**src/rtl/video_timing.sv**
```systemverilog
// Parametrised raster timing generator: pixel-enable divider, H/V counters,
// sync/display-enable decode, character-cell coordinates, line/frame strobes and blink.
module video_timing #(
  parameter int PIX_DIV      = 2,
  parameter int H_ACTIVE     = 640,
  parameter int H_FP         = 16,
  parameter int H_SYNC       = 96,
  parameter int H_BP         = 48,
  parameter int V_ACTIVE     = 480,
  parameter int V_FP         = 10,
  parameter int V_SYNC       = 2,
  parameter int V_BP         = 33,
  parameter bit HSYNC_POL    = 1'b0,
  parameter bit VSYNC_POL    = 1'b0,
  parameter int HW           = 10,
  parameter int VW           = 10,
  parameter int CHR_W_LOG2   = 3,
  parameter int CHR_H_LOG2   = 4,
  parameter int BLINK_PERIOD = 60,
  parameter int BLINK_ON     = 30
) (
  input  logic                     clk,
  input  logic                     rst_n,
  input  logic                     run,
  output logic                     pix_en,
  output logic [HW-1:0]            hcnt,
  output logic [VW-1:0]            vcnt,
  output logic [HW-CHR_W_LOG2-1:0] txtcol,
  output logic [VW-CHR_H_LOG2-1:0] txtrow,
  output logic [CHR_W_LOG2-1:0]    chrcol,
  output logic [CHR_H_LOG2-1:0]    chrrow,
  output logic                     de,
  output logic                     hsync,
  output logic                     vsync,
  output logic                     line_start,
  output logic                     frame_start,
  output logic                     blink
);

  localparam int H_TOTAL = H_ACTIVE + H_FP + H_SYNC + H_BP;
  localparam int V_TOTAL = V_ACTIVE + V_FP + V_SYNC + V_BP;
  localparam int DW      = (PIX_DIV > 1) ? $clog2(PIX_DIV) : 1;
  localparam int BW      = $clog2(BLINK_PERIOD);

  localparam logic [DW-1:0] D_LAST   = DW'(PIX_DIV - 1);
  localparam logic [HW-1:0] H_LAST   = HW'(H_TOTAL - 1);
  localparam logic [VW-1:0] V_LAST   = VW'(V_TOTAL - 1);
  localparam logic [BW-1:0] B_LAST   = BW'(BLINK_PERIOD - 1);
  localparam logic [BW:0]   B_ON     = (BW+1)'(BLINK_ON);
  localparam logic [HW:0]   H_ACT_E  = (HW+1)'(H_ACTIVE);
  localparam logic [HW:0]   H_SYNC_B = (HW+1)'(H_ACTIVE + H_FP);
  localparam logic [HW:0]   H_SYNC_E = (HW+1)'(H_ACTIVE + H_FP + H_SYNC);
  localparam logic [VW:0]   V_ACT_E  = (VW+1)'(V_ACTIVE);
  localparam logic [VW:0]   V_SYNC_B = (VW+1)'(V_ACTIVE + V_FP);
  localparam logic [VW:0]   V_SYNC_E = (VW+1)'(V_ACTIVE + V_FP + V_SYNC);

  // Reject raster totals that do not fit the counters, and malformed divider/blink settings.
  if ((H_TOTAL > (1 << HW)) || (V_TOTAL > (1 << VW)) || (PIX_DIV < 1) ||
      (BLINK_ON < 1) || (BLINK_ON >= BLINK_PERIOD)) begin : g_param_err
    $error("video_timing: illegal parameter set");
  end

  logic [DW-1:0] dcnt_r, dcnt_nxt_s;
  logic [HW-1:0] hcnt_r, hcnt_nxt_s;
  logic [VW-1:0] vcnt_r, vcnt_nxt_s;
  logic [BW-1:0] bcnt_r, bcnt_nxt_s;
  logic          pix_en_s, h_wrap_s, v_wrap_s;
  logic          de_r, hsync_r, vsync_r, blink_r;
  logic          de_nxt_s, hsync_nxt_s, vsync_nxt_s;

  // Next-state for divider, raster and frame counters, plus decode of the next raster position.
  always_comb begin
    pix_en_s   = run && (dcnt_r == D_LAST);
    h_wrap_s   = (hcnt_r == H_LAST);
    v_wrap_s   = (vcnt_r == V_LAST);
    dcnt_nxt_s = dcnt_r;
    hcnt_nxt_s = hcnt_r;
    vcnt_nxt_s = vcnt_r;
    bcnt_nxt_s = bcnt_r;
    if (!run) begin
      dcnt_nxt_s = '0;
      hcnt_nxt_s = '0;
      vcnt_nxt_s = '0;
    end else if (pix_en_s) begin
      dcnt_nxt_s = '0;
      if (h_wrap_s) begin
        hcnt_nxt_s = '0;
        if (v_wrap_s) begin
          vcnt_nxt_s = '0;
          bcnt_nxt_s = (bcnt_r == B_LAST) ? '0 : bcnt_r + BW'(1);
        end else begin
          vcnt_nxt_s = vcnt_r + VW'(1);
        end
      end else begin
        hcnt_nxt_s = hcnt_r + HW'(1);
      end
    end else begin
      dcnt_nxt_s = dcnt_r + DW'(1);
    end
    // Decoding the next position lets the registered outputs line up with hcnt/vcnt.
    de_nxt_s    = ({1'b0, hcnt_nxt_s} < H_ACT_E) && ({1'b0, vcnt_nxt_s} < V_ACT_E);
    hsync_nxt_s = (({1'b0, hcnt_nxt_s} >= H_SYNC_B) && ({1'b0, hcnt_nxt_s} < H_SYNC_E)) ?
                  HSYNC_POL : ~HSYNC_POL;
    vsync_nxt_s = (({1'b0, vcnt_nxt_s} >= V_SYNC_B) && ({1'b0, vcnt_nxt_s} < V_SYNC_E)) ?
                  VSYNC_POL : ~VSYNC_POL;
  end

  // Counter and decoded-output registers; reset places the raster at the origin.
  always_ff @(posedge clk or negedge rst_n) begin
    if (!rst_n) begin
      dcnt_r  <= '0;
      hcnt_r  <= '0;
      vcnt_r  <= '0;
      bcnt_r  <= '0;
      de_r    <= 1'b1;
      hsync_r <= ~HSYNC_POL;
      vsync_r <= ~VSYNC_POL;
      blink_r <= 1'b1;
    end else begin
      dcnt_r  <= dcnt_nxt_s;
      hcnt_r  <= hcnt_nxt_s;
      vcnt_r  <= vcnt_nxt_s;
      bcnt_r  <= bcnt_nxt_s;
      de_r    <= de_nxt_s;
      hsync_r <= hsync_nxt_s;
      vsync_r <= vsync_nxt_s;
      blink_r <= ({1'b0, bcnt_r} < B_ON);
    end
  end

  assign pix_en      = pix_en_s;
  assign hcnt        = hcnt_r;
  assign vcnt        = vcnt_r;
  assign txtcol      = hcnt_r[HW-1:CHR_W_LOG2];
  assign txtrow      = vcnt_r[VW-1:CHR_H_LOG2];
  assign chrcol      = hcnt_r[CHR_W_LOG2-1:0];
  assign chrrow      = vcnt_r[CHR_H_LOG2-1:0];
  assign de          = de_r;
  assign hsync       = hsync_r;
  assign vsync       = vsync_r;
  assign line_start  = pix_en_s && (hcnt_r == '0);
  assign frame_start = pix_en_s && (hcnt_r == '0) && (vcnt_r == '0);
  assign blink       = blink_r;

endmodule
```
**config.mk**
```make
export PLATFORM = sky130hd
export DESIGN_NAME = video_timing
export DESIGN_NICKNAME = d
export VERILOG_FILES = /design/src/rtl/video_timing.sv
export SDC_FILE = /design/constraint.sdc
export NUM_CORES = 1
export LEC_CHECK = 0
export CORE_MARGIN = 4
export CORE_UTILIZATION = 40
export DETAILED_ROUTE_END_ITERATION = 8
export PLACE_DENSITY_LB_ADDON = 0.15
export SLEW_MARGIN = 20
export SYNTH_ARGS = -nofsm -noshare
export SYNTH_HDL_FRONTEND = slang
export SYNTH_SLANG_ARGS = --single-unit
```
**constraint.sdc**
```tcl
create_clock -name clk -period 2.6 [get_ports clk]
set_input_delay 0.26 -clock clk [delete_from_list [all_inputs] [get_ports clk]]
set_output_delay 0.26 -clock clk [all_outputs]
set_load 0.03 [all_outputs]
```
==> results of run 1 <==
==> cells in the mapped netlist (4+ instances only) <==
| cell type | count |
|---|---|
| dfrtp_1 | 27 |
| inv_1 | 5 |
| dfstp_2 | 4 |
| a21oi_1 | 6 |
| xor2_1 | 5 |
| mux2i_1 | 4 |
| ha_1 | 5 |
| nor2_1 | 21 |
| nand4_1 | 9 |
| nor3_1 | 6 |
| o21ai_0 | 7 |
| nor2b_1 | 8 |
| nand3_1 | 8 |
| buf_4 | 21 |
| xnor2_1 | 9 |
| buf_2 | 6 |
| nand2_1 | 16 |
| and3_1 | 8 |
| and2_1 | 5 |
==> worst max-delay path, cell delays in order (launching register included) <==
cell	delay (ps)
dfrtp_1	520
nand2_1	180
inv_1	130
nand4_1	100
nor4b_2	390
and4_1	250
buf_4	160
==> stage by stage <==
stage,util [%],std cells,power [W],setup slack [ps],area (um^2)
final,52.0,317,0.000934,338,2510
after global routing,52.0,317,0.000974,122,2510
after CTS,52.0,317,0.000948,344,2510
after detailed placement,50.3,309,0.000576,286,2420
after global placement,50.3,309,0.000575,309,2420
after floorplan,-,221,0.000543,189,2040
==> path summary, 6_finish.rpt <==
kind	end	slack (ps)	depth (start not counted)	from
hold reg to reg	blink$_DFF_PN1_	490	1	bcnt_r[5]$_DFFE_PN0P_
max in group asynchronous	de$_DFF_PN1_	1900	2	rst_n
min in group clk	blink$_DFF_PN1_	490	1	bcnt_r[5]$_DFFE_PN0P_
setup reg to reg	vsync$_DFF_PN1_	380	7	hcnt[0]$_DFF_PN0_
setup / recovery	frame_start	340	6	dcnt_r$_DFF_PN0_
hold / removal	bcnt_r[0]$_DFFE_PN0P_	380	2	rst_n
==> sequential cells by signal, summed over array words and instances (netlist names) <==
| name | flops |
|---|---|
| dcnt_r | 1 |
| de | 1 |
| hcnt | 10 |
| hsync | 1 |
| vsync | 1 |
| vcnt | 10 |
| blink | 1 |
| bcnt_r | 6 |
==> final cells by class <==
type | count | area (um^2)
fill | 469 | 2310
multi-input combinational | 153 | 1020
sequential | 31 | 781
timing repair buffer | 53 | 515
tap | 67 | 83.8
clock buffer | 6 | 72.6
inverter | 5 | 18.8
clock inverter | 2 | 12.5
==> power by group <==
group          internal (W)  switching, W
Sequential         0.000486    0.00000805
Combinational     0.0000274     0.0000443
Clock              0.000187      0.000181
Total              0.000700      0.000233
==> cells by family (layout without fill, tap and decap cells) <==
group	after synthesis	after routing	synth area share [%]
and+or+nand+nor	106	106	30.9
AOI/OAI and AO/OA	23	23	7.37
buffers and inverters	37	66	11.8
DFF	31	31	38.3
muxes	5	5	2.52
adders and majority gates	5	5	3.07
xor gates and xnor gates	14	14	6.02
==> per-layer routing <==
metal	GRT usage, %	share of wire, %
met1	21.0	46
met2	25.3	47
met3	3.97	6.0
met4	4.64	1.2
met5	0	0
==> impl_metrics.env, run 1 <==
export IMPL_vias=1662
export IMPL_initial_core_util_pct=42.3
export IMPL_critPathCaptureType="output pin"
export IMPL_finalMaxSlewViolations=0
export IMPL_finalNetCount=257
export IMPL_crit_fanout=10
export IMPL_final_common_cell="clkdlybuf4s50_1"
export IMPL_cts_buffers=5
export IMPL_synthToLayoutAreaGrowth_pct=23.0
export IMPL_syn_avg_cell_area_um2=9.22
export IMPL_routed_wl_mm=4.59
export IMPL_synth_cell_types=45
export IMPL_layout_common_cells="47 x clkdlybuf4s50_1, 27 x dfrtp_1, 21 x nor2_1"
export IMPL_grt_pass1_vias=1600
export IMPL_peakVddDrop_mv=0.272
export IMPL_clockBufferDepth=2
export IMPL_maxCapViolCount=0
export IMPL_first_pass_iters=5
export IMPL_grt_max_degree=32
export IMPL_ioPinCount=50
export IMPL_power_per_cell_area_nw_per_um2=372
export IMPL_hpwlAfterDp_mm=3.39
export IMPL_postCtsHoldBufs=0
export IMPL_tightest_slew_ps=512
export IMPL_yosysSeqAreaShare_pct=38.3
export IMPL_die_h_um=79.4
export IMPL_status="complete, no violations"
export IMPL_cts_sinks=31
export IMPL_cts_tree="built"
export IMPL_synth_seq_cells=31
export IMPL_first_iter_violations=141
export IMPL_ant_nets=0
export IMPL_grt_usage_pct=15.8
export IMPL_cts_setup_buffers=0
export IMPL_ys_warn_count=0
export IMPL_io_buffers=49
export IMPL_max_slew_margin_rel_pct=65.5
export IMPL_synthesis_area_um2=2040
export IMPL_cts_resized=0
export IMPL_synthArstFlopShare_pct=100
export IMPL_setup_tns_ps=0
export IMPL_die_area_um2=6300
export IMPL_synth_edff_count=0
export IMPL_clock_latency_ps=280
export IMPL_n_antenna_cell=0
export IMPL_fmax_ghz=0.442
export IMPL_clk_pin_slew_ps=70
export IMPL_timing_final_crit_share_pct=87.0
export IMPL_routedWlPerCell_um=14.5
export IMPL_total_leakage_power_nw=1.02
export IMPL_core_um2=4820
export IMPL_antenna_found_initial=0
export IMPL_htree_num_levels=2
export IMPL_crit_required_ps=2340
export IMPL_rsz0062_at_grt="false"
export IMPL_skew_ps=6.58
export IMPL_hold_violations=0
export IMPL_yosysTopAreaCellShare_pct=33.2
export IMPL_drc=0
export IMPL_setup_viol=0
export IMPL_holdWs_ps=376
export IMPL_arrival_ps=2000
export IMPL_clockRootBuffer="clkbuf_8"
export IMPL_die_w_um=79.4
export IMPL_synth_largest_area_cell="dfrtp_1"
export IMPL_ys_top_cells_by_area="dfrtp_1 33%, buf_4 7.7%, dfstp_2 5.2%"
export IMPL_synthFlopType="dfrtp_1"
export IMPL_layout_drive_gt1_share_pct=10.8
export IMPL_synth_nets=229
export IMPL_vias_per_cell=5.24
export IMPL_grt_overflow_total=0
export IMPL_crit_path_start_kind="flop"
export IMPL_row_count=25
export IMPL_routabilityCongestion=0.855
export IMPL_worstSetupPathType="flop to output pin"
export IMPL_fin_crit_ps=2260
export IMPL_synth_cells=221
export IMPL_min_path_type="primary input to async pin"
export IMPL_grt_pass1_wl_mm=7.87
Note: power is estimated with default switching activity, not from simulation.
==> run 2, diff against run 1 <==
- CORE_UTILIZATION: 40 -> 50
- SLEW_MARGIN: 20 -> 0
==> run 2 against run 1 <==
Via count up 2.5%. Die area shrank 18%. First-iteration DRC count down 46%. Sequential share of layout area shrank 0.20 points. Critical path depth unchanged. Utilization up 14 points. Critical endpoint unchanged. Sequential power hardly changed. Cell count is 5.7% lower. Register-to-register slack worse by 50 ps. Clock skew fell by 2.7 ps. Largest cell class unchanged.
==> impl_metrics.env, run 2 (same netlist as run 1, synthesis figures left out) <==
export IMPL_total_leakage_power_nw=1.05
export IMPL_fillers=327
export IMPL_layout_common_cells="47 x clkdlybuf4s50_1, 27 x dfrtp_1, 21 x nor2_1"
export IMPL_ant_nets=0
export IMPL_first_pass_iters=6
export IMPL_ff2ff_setup_slack_ps=330
export IMPL_max_slew_margin_rel_pct=65.8
export IMPL_htree_num_levels=2
export IMPL_worstSetupPathType="flop to output pin"
export IMPL_clk_pin_slew_ps=70
export IMPL_cts_setup_buffers=0
export IMPL_r2r_end="vsync$_DFF_PN1_"
export IMPL_cts_tree="built"
export IMPL_status="complete, no violations"
export IMPL_initial_core_util_pct=53.6
export IMPL_skew_ps=3.92
export IMPL_holdWs_ps=360
export IMPL_crit_slowest_cell="dfrtp_1"
export IMPL_worstPathCellList="nand2_1 -> inv_1 -> nand4_1 -> nor4b_2 -> and4_1 -> buf_4"
export IMPL_routabilityCongestion=0.851
export IMPL_vias_per_cell=5.70
export IMPL_finalMaxSlewViolations=0
export IMPL_post_dp_cell_area_um2=2400
export IMPL_fmax_ghz=0.436
export IMPL_grt_overflow_total=0
export IMPL_vias=1703
export IMPL_rsz0062_at_grt="false"
export IMPL_hold_violations=0
export IMPL_routed_wl_mm=4.48
export IMPL_hpwlAfterDp_mm=3.33
export IMPL_worst_path_largest_cell_delay_ps=510
export IMPL_final_common_cell="clkdlybuf4s50_1"
export IMPL_synthToLayoutAreaGrowth_pct=23.8
export IMPL_grt_max_degree=32
export IMPL_arrival_ps=2030
export IMPL_die_h_um=71.8
export IMPL_layout_drive_gt1_share_pct=11.6
export IMPL_ioPinCount=50
export IMPL_maxCapViolCount=0
export IMPL_post_route_util_pct=66.4
export IMPL_crit_family="simple AND/OR/NAND/NOR gates"
export IMPL_clockRootBuffer="clkbuf_8"
export IMPL_p_total_w=0.00106
export IMPL_clockBufferDepth=2
export IMPL_cts_resized=0
export IMPL_crit_cells=6
export IMPL_grt_pass1_vias=1656
export IMPL_ff2ff_path_depth=7
export IMPL_power_per_cell_area_nw_per_um2=419
export IMPL_cts_sinks=31
export IMPL_design_area_um2=2520
export IMPL_grt_usage_pct=18.6
export IMPL_row_count=22
export IMPL_grt_pass1_wl_mm=7.62
export IMPL_min_path_type="primary input to async pin"
export IMPL_io_buffers=49
export IMPL_crit_path_start_kind="flop"
export IMPL_timing_final_crit_share_pct=88.2
export IMPL_crit_fanout=10
export IMPL_antenna_found_initial=0
export IMPL_n_antenna_cell=0
export IMPL_clock_latency_ps=280
export IMPL_fin_crit_ps=2290
export IMPL_setup_tns_ps=0
export IMPL_routedWlPerCell_um=15.0
export IMPL_drc=0
export IMPL_core_um2=3800
export IMPL_critPathBufInv=2
export IMPL_finalNetCount=258
export IMPL_peakVddDrop_mv=0.277
export IMPL_die_w_um=71.8
export IMPL_die_area_um2=5160
export IMPL_setup_viol=0
export IMPL_crit_required_ps=2340
export IMPL_cts_buffers=5
export IMPL_postCtsHoldBufs=0
export IMPL_tightest_slew_ps=500
export IMPL_r2r_start="hcnt[0]$_DFF_PN0_"
export IMPL_critPathCaptureType="output pin"
export IMPL_first_iter_violations=76
[run 2: cell count changes in the layout (fill, tap and decap cells not counted)]
cell,previous run,this run
clkbuf_8,5,6
clkinvlp_4,1,0
buf_4,6,7
clkbuf_1,1,0
bufinv_16,0,1
[run 2: area by class of cell]
class / count / area [um^2] / share of cell area (%)
multi-input combinational: 153 / 1020 / 40.5
sequential: 31 / 781 / 31.0
timing repair buffer: 54 / 523 / 20.7
clock buffer: 6 / 82.6 / 3.27
tap: 48 / 60.1 / 2.38
clock inverter: 2 / 35.0 / 1.39
inverter: 5 / 18.8 / 0.744
[run 2: per-layer routing]
metal / GRT usage (%) / up-vias / share of wire [%]
met5: 0 / - / 0
met4: 6.68 / 0 / 1.5
met3: 5.33 / 9 / 7.6
met2: 30.3 / 65 / 49
met1: 23.5 / 817 / 42
li1: - / 812 / -
[run 2: worst max path at each step]
stage | startpoint | end | slack, ps
finish | dcnt_r$_DFF_PN0_ | frame_start | 310
global route | hcnt[0]$_DFF_PN0_ | vsync$_DFF_PN1_ | 50
CTS | dcnt_r$_DFF_PN0_ | frame_start | 290
detailed placement | run | vsync$_DFF_PN1_ | 330
global placement | run | hsync$_DFF_PN1_ | 380
floorplan | dcnt_r$_DFF_PN0_ | frame_start | 190
[run 2: power breakdown]
group	internal [W]	switching [W]	total (W)
Clock	0.000310	0.000182	0.000492
Combinational	0.0000273	0.0000434	0.0000707
Sequential	0.000486	0.00000817	0.000494
Total	0.000823	0.000234	0.00106
[run 2: stage by stage]
stage | cells | worst slack (ps)
after floorplan | 221 | 189
after global placement | 291 | 381
after detailed placement | 291 | 326
after CTS | 299 | 290
after global routing | 299 | 47.7
final | 299 | 307
